[config.mk]
export PLATFORM = sky130hd
export DESIGN_NAME = button_conditioner
export DESIGN_NICKNAME = d
export VERILOG_FILES = /design/src/rtl/button_conditioner.sv
export SDC_FILE = /design/constraint.sdc
export NUM_CORES = 1
export LEC_CHECK = 0
export ABC_AREA = 1
export CORE_UTILIZATION = 40
export DETAILED_ROUTE_END_ITERATION = 6
export DONT_BUFFER_PORTS = 1
export PLACE_DENSITY_LB_ADDON = 0.08
export SETUP_SLACK_MARGIN = 0.15
export SYNTH_ARGS = -nofsm -noshare
export SYNTH_HDL_FRONTEND = slang
export SYNTH_SLANG_ARGS = --single-unit
[constraint.sdc]
create_clock -name clk -period 4.15 [get_ports clk]
set_clock_uncertainty 0.1 [all_clocks]
set_input_delay 0.6225 -clock clk [delete_from_list [all_inputs] [get_ports clk]]
set_output_delay 0.6225 -clock clk [all_outputs]
set_load 0.005 [all_outputs]
[src/rtl/button_conditioner.sv]
// Push-button conditioner: two-flop synchroniser, per-channel debounce FSM, level/press/release outputs.
// Optional auto-repeat of btn_press while held is built when BTN_AUTOREPEAT_EN is defined.
`timescale 1ns/1ps
module button_conditioner #(
    parameter int unsigned NUM_BTN         = 5,
    parameter int unsigned DEBOUNCE_CYCLES = 1000000,
    parameter int unsigned REPEAT_DELAY    = 50000000,
    parameter int unsigned REPEAT_PERIOD   = 10000000
) (
    input  logic               clk,
    input  logic               reset,
    input  logic [NUM_BTN-1:0] btn_raw,
    output logic [NUM_BTN-1:0] btn_level,
    output logic [NUM_BTN-1:0] btn_press,
    output logic [NUM_BTN-1:0] btn_release
);

    localparam int unsigned CNT_W   = (DEBOUNCE_CYCLES > 1) ? $clog2(DEBOUNCE_CYCLES) : 1;
    localparam int unsigned RPT_MAX = (REPEAT_DELAY > REPEAT_PERIOD) ? REPEAT_DELAY : REPEAT_PERIOD;
    localparam int unsigned RPT_W   = (RPT_MAX > 1) ? $clog2(RPT_MAX) : 1;

    if (DEBOUNCE_CYCLES < 2 || REPEAT_DELAY < 2 || REPEAT_PERIOD < 2) begin : g_cfg_check
        $error("button_conditioner: DEBOUNCE_CYCLES, REPEAT_DELAY and REPEAT_PERIOD must be >= 2");
    end

    typedef enum logic [1:0] {
        IDLE = 2'd0,
        PCHK = 2'd1,
        HELD = 2'd2,
        RCHK = 2'd3
    } state_t;

    logic [NUM_BTN-1:0] meta_q;
    logic [NUM_BTN-1:0] sync_q;
    state_t             state_q [NUM_BTN];
    state_t             state_d [NUM_BTN];
    logic [CNT_W-1:0]   cnt_q   [NUM_BTN];
    logic [CNT_W-1:0]   cnt_d   [NUM_BTN];
    logic [NUM_BTN-1:0] level_d;
    logic [NUM_BTN-1:0] press_d;
    logic [NUM_BTN-1:0] release_d;
`ifdef BTN_AUTOREPEAT_EN
    logic [RPT_W-1:0]   rpt_q   [NUM_BTN];
    logic [RPT_W-1:0]   rpt_d   [NUM_BTN];
    logic [NUM_BTN-1:0] rep_q;
    logic [NUM_BTN-1:0] rep_d;
`endif

    // Next-state and pulse generation, one independent FSM per channel.
    always_comb begin
        level_d   = '0;
        press_d   = '0;
        release_d = '0;
`ifdef BTN_AUTOREPEAT_EN
        rep_d     = rep_q;
`endif
        for (int i = 0; i < NUM_BTN; i++) begin
            state_d[i] = state_q[i];
            cnt_d[i]   = cnt_q[i];
`ifdef BTN_AUTOREPEAT_EN
            rpt_d[i]   = rpt_q[i];
`endif
            unique case (state_q[i])
                IDLE: begin
`ifdef BTN_AUTOREPEAT_EN
                    rpt_d[i] = '0;
                    rep_d[i] = 1'b0;
`endif
                    if (sync_q[i]) begin
                        state_d[i] = PCHK;
                        cnt_d[i]   = '0;
                    end
                end
                PCHK: begin
                    if (!sync_q[i]) begin
                        state_d[i] = IDLE;
                        cnt_d[i]   = '0;
                    end else if (cnt_q[i] == CNT_W'(DEBOUNCE_CYCLES - 1)) begin
                        state_d[i] = HELD;
                        press_d[i] = 1'b1;
`ifdef BTN_AUTOREPEAT_EN
                        rpt_d[i]   = '0;
                        rep_d[i]   = 1'b0;
`endif
                    end else begin
                        cnt_d[i] = cnt_q[i] + CNT_W'(1);
                    end
                end
                HELD: begin
                    if (!sync_q[i]) begin
                        state_d[i] = RCHK;
                        cnt_d[i]   = '0;
                    end
`ifdef BTN_AUTOREPEAT_EN
                    // First repeat after REPEAT_DELAY cycles, then every REPEAT_PERIOD.
                    else if (!rep_q[i]) begin
                        if (rpt_q[i] == RPT_W'(REPEAT_DELAY - 1)) begin
                            press_d[i] = 1'b1;
                            rpt_d[i]   = '0;
                            rep_d[i]   = 1'b1;
                        end else begin
                            rpt_d[i] = rpt_q[i] + RPT_W'(1);
                        end
                    end else if (rpt_q[i] == RPT_W'(REPEAT_PERIOD - 1)) begin
                        press_d[i] = 1'b1;
                        rpt_d[i]   = '0;
                    end else begin
                        rpt_d[i] = rpt_q[i] + RPT_W'(1);
                    end
`endif
                end
                RCHK: begin
                    if (sync_q[i]) begin
                        state_d[i] = HELD;
                        cnt_d[i]   = '0;
                    end else if (cnt_q[i] == CNT_W'(DEBOUNCE_CYCLES - 1)) begin
                        state_d[i]   = IDLE;
                        release_d[i] = 1'b1;
                    end else begin
                        cnt_d[i] = cnt_q[i] + CNT_W'(1);
                    end
                end
                default: begin
                    state_d[i] = IDLE;
                    cnt_d[i]   = '0;
                end
            endcase
            level_d[i] = (state_d[i] == HELD) || (state_d[i] == RCHK);
        end
    end

    always_ff @(posedge clk) begin
        if (reset) begin
            meta_q      <= '0;
            sync_q      <= '0;
            btn_level   <= '0;
            btn_press   <= '0;
            btn_release <= '0;
            for (int i = 0; i < NUM_BTN; i++) begin
                state_q[i] <= IDLE;
                cnt_q[i]   <= '0;
`ifdef BTN_AUTOREPEAT_EN
                rpt_q[i]   <= '0;
`endif
            end
`ifdef BTN_AUTOREPEAT_EN
            rep_q       <= '0;
`endif
        end else begin
            meta_q      <= btn_raw;
            sync_q      <= meta_q;
            btn_level   <= level_d;
            btn_press   <= press_d;
            btn_release <= release_d;
            for (int i = 0; i < NUM_BTN; i++) begin
                state_q[i] <= state_d[i];
                cnt_q[i]   <= cnt_d[i];
`ifdef BTN_AUTOREPEAT_EN
                rpt_q[i]   <= rpt_d[i];
`endif
            end
`ifdef BTN_AUTOREPEAT_EN
            rep_q       <= rep_d;
`endif
        end
    end

endmodule
==> metrics <==
delay-heaviest family, CP simple AND/OR/NAND/NOR gates; Post-Syn Instances 1,125; cells on worst reg2reg path 7; Worst Setup Start Kind flop; Post-DRT Antenna Nets 0; H-tree level count 4; Comb pwr share 17.5%; Max-cap violations 0; ant diodes 0; # nets final 1,152; initial DRC count 385; Port-buffer cells 0; final hold vios 0; initial core utilization 41.4%; share of cells above drive strength 1 9.38%; die width 139 um; crit path capture cnt_q[0][82]; minimum clock period 2.25 ns; crit path from state_q[0][8]; Yosys top cell by area dfxtp_1; Reg power frac 39.8%; total wire length 16,800 um; Area growth syn-to-layout 10.0%; Slew Limit Headroom 40.5%; unrepaired setup endpoints after global routing false; CP Buf/Inv Count 2; Post-CTS Resized 0; GPL Wtd Cong 0.875; Finished Layout Cells 1,370; Worst EP required 4.40 ns; Crit-path slowest cell nor2_1; largest net degree at the start of global routing 50; root buf cell clkbuf_16; number of cells on the critical path 7; CP max FO 11; first-pass GRT wire length 29,300 um; Total Routing Usage GR 18.2%; Fin Hold WS 0.156 ns; setup bufs post-CTS 0; crit-path max cell delay 0.51 ns; sw frac 30.9%; FMAX 444 MHz; hold buffers post-CTS 0; status finished, final reports clean; met2 WL 7470 um; GRT Residual Overflow 0; ys flop type dfxtp_1; worst min path class primary input to flop; Synth area leaders dfxtp_1, nand2_1, inv_1, nor2_1, a21oi_1; Least-Margin Pin Slew 0.891 ns; vias 6,809; Final HPWL DP 12,000 um; Final period util 54.2%; Post-Route M1 WL 8680 um; Post-DP Area 7710 sq um; internal power 2.43 mW; number of global-route vias before repair 6,392; total core area 18,200 sq um; clk sinks 134; ys async rst share 0%; number of vias per cell 4.97; Leak Pwr 3.20 nW; critical path arrival 2.50 ns; CP Cell Sequence inv_1, ha_1, o21ai_1, nor2_1, nor2_1, inv_1, a211oi_1; clock latency on the worst-skew pair 0.43 ns; flops & latches, synth 134; switching pwr 1.09 mW; CTS tree built; clock power share 42.7%; drt first pass iters 7; metal3 WL 456 um; reg2reg start state_q[0][8]; Syn Nets 1,149; dpl cells 1,338; I/O pin count 22; Avg Cell Area, Syn 6.70 sq um; clock slew at reported path FFs 0.07 ns; YS warnings 0; Setup TNS 0 ns; VDD IR max 289 uV; Setup CP Type flop to flop; Core Rows 49; Num CTS Buffers 17; post-route cell area 8290 sq um; die height 139 um; PwrDens 424 nW/um^2; Cell variety after synth 48; sequential element share of the synthesized area 35.6%; Post-synth EDFFs 0; setup violators final 0; WL per Instance 12.2 um; Slew Limit Fails 0; die area 19,400 sq um; post-synth top area share 35.6%; reg2reg setup slack 1.90 ns; max layer used met4; RR Endpoint cnt_q[0][82]; critical path endpoint category flop; initial antenna violation count 0; CTS max path bufs 2; DRC 0; cell area after synthesis 7540 sq um
[layout make-up]
class,count,area (sq um)
Tap cell,229,287
Sequential cell,134,2680
Inverter,172,648
Timing Repair Buffer,1,7.51
Clock inverter,13,150
Multi-Input combinational cell,802,4090
Fill cell,1896,9910
Clock buffer,19,433
[per-stage QoR]
stage,setup slack [ns],power [mW],utilization [%]
floorplan,2.42,1.93,-
global placement,1.90,2.05,42.3
detailed placement,1.85,2.04,42.3
CTS,1.83,3.56,45.6
global route,1.60,3.72,45.6
finish,1.90,3.51,45.6
[sequential cells by signal, indices dropped and copies added, names as in the netlist]
register,count
sync_q,5
state_q,9
meta_q,5
btn_level,5
btn_release,5
btn_press,5
cnt_q,100
[kinds of logic after synthesis]
kind of cell	count (synthesis)	share of synthesized area (%)
and+or+nand+nor	604	37.6
adders and majority gates	17	2.82
buffers and inverters	189	10.2
DFF	134	35.6
xor gates and xnor gates	11	1.28
AOI/OAI and AO/OA	170	12.5
[power by group through the flow]
| stage | clock (mW) | combinational (mW) | sequential (mW) |
|---|---|---|---|
| finish | 1.50 | 0.614 | 1.40 |
| CTS | 1.54 | 0.621 | 1.40 |
| floorplan | 0 | 0.519 | 1.42 |
| global route | 1.60 | 0.706 | 1.41 |
| global placement | 0 | 0.622 | 1.43 |
| detailed placement | 0 | 0.617 | 1.43 |
[Yosys cell counts, drive strengths merged, types with 9 or more instances]
cell   number
nand2     259
inv       172
nor2      162
dfxtp     134
nor3       41
xor2        9
nand3      86
o21ai      57
ha         17
a21oi      85
buf        11
nand4      44
[per-layer routing]
| metal | GRT usage (%) | vias up |
|---|---|---|
| met4 | 6.32 | 0 |
| met2 | 29.3 | 85 |
| li1 | - | 3672 |
| met5 | 0 | - |
| met3 | 3.72 | 12 |
| met1 | 24.3 | 3040 |
[how the worst min path moves through the flow]
| stage | depth (start not counted) | to | startpoint |
|---|---|---|---|
| 6_report | 1 | meta_q[4] | reset |
| 5_1_grt | 1 | cnt_q[0][96] | reset |
| 4_1_cts | 1 | meta_q[4] | reset |
| 3_5_place_dp | 2 | sync_q[4] | meta_q[4] |
| 3_3_place_gp | 2 | sync_q[0] | meta_q[0] |
| 2_1_floorplan | 2 | sync_q[0] | meta_q[0] |
[layout by cell type, fill, tap and decap left out, drive strengths merged]
cell type and instances:
nand3b 4, a31o 2, nor2 162, o211ai 4
nor4 1, nand3 86, o21ai 57, a21o 3
o31ai 2, inv 175, xnor2 2, clkinvlp 2
buf 1, clkbuf 19, nor3 41, ha 17
a21boi 2, or2 5, a211oi 2, nand4 44
clkinv 6, xor2 9, nand2 259, a31oi 7
a21oi 85, o21a 3, o21bai 3, dfxtp 134
nor3b 2, bufinv 2
Power figures use the tool's default switching activity.
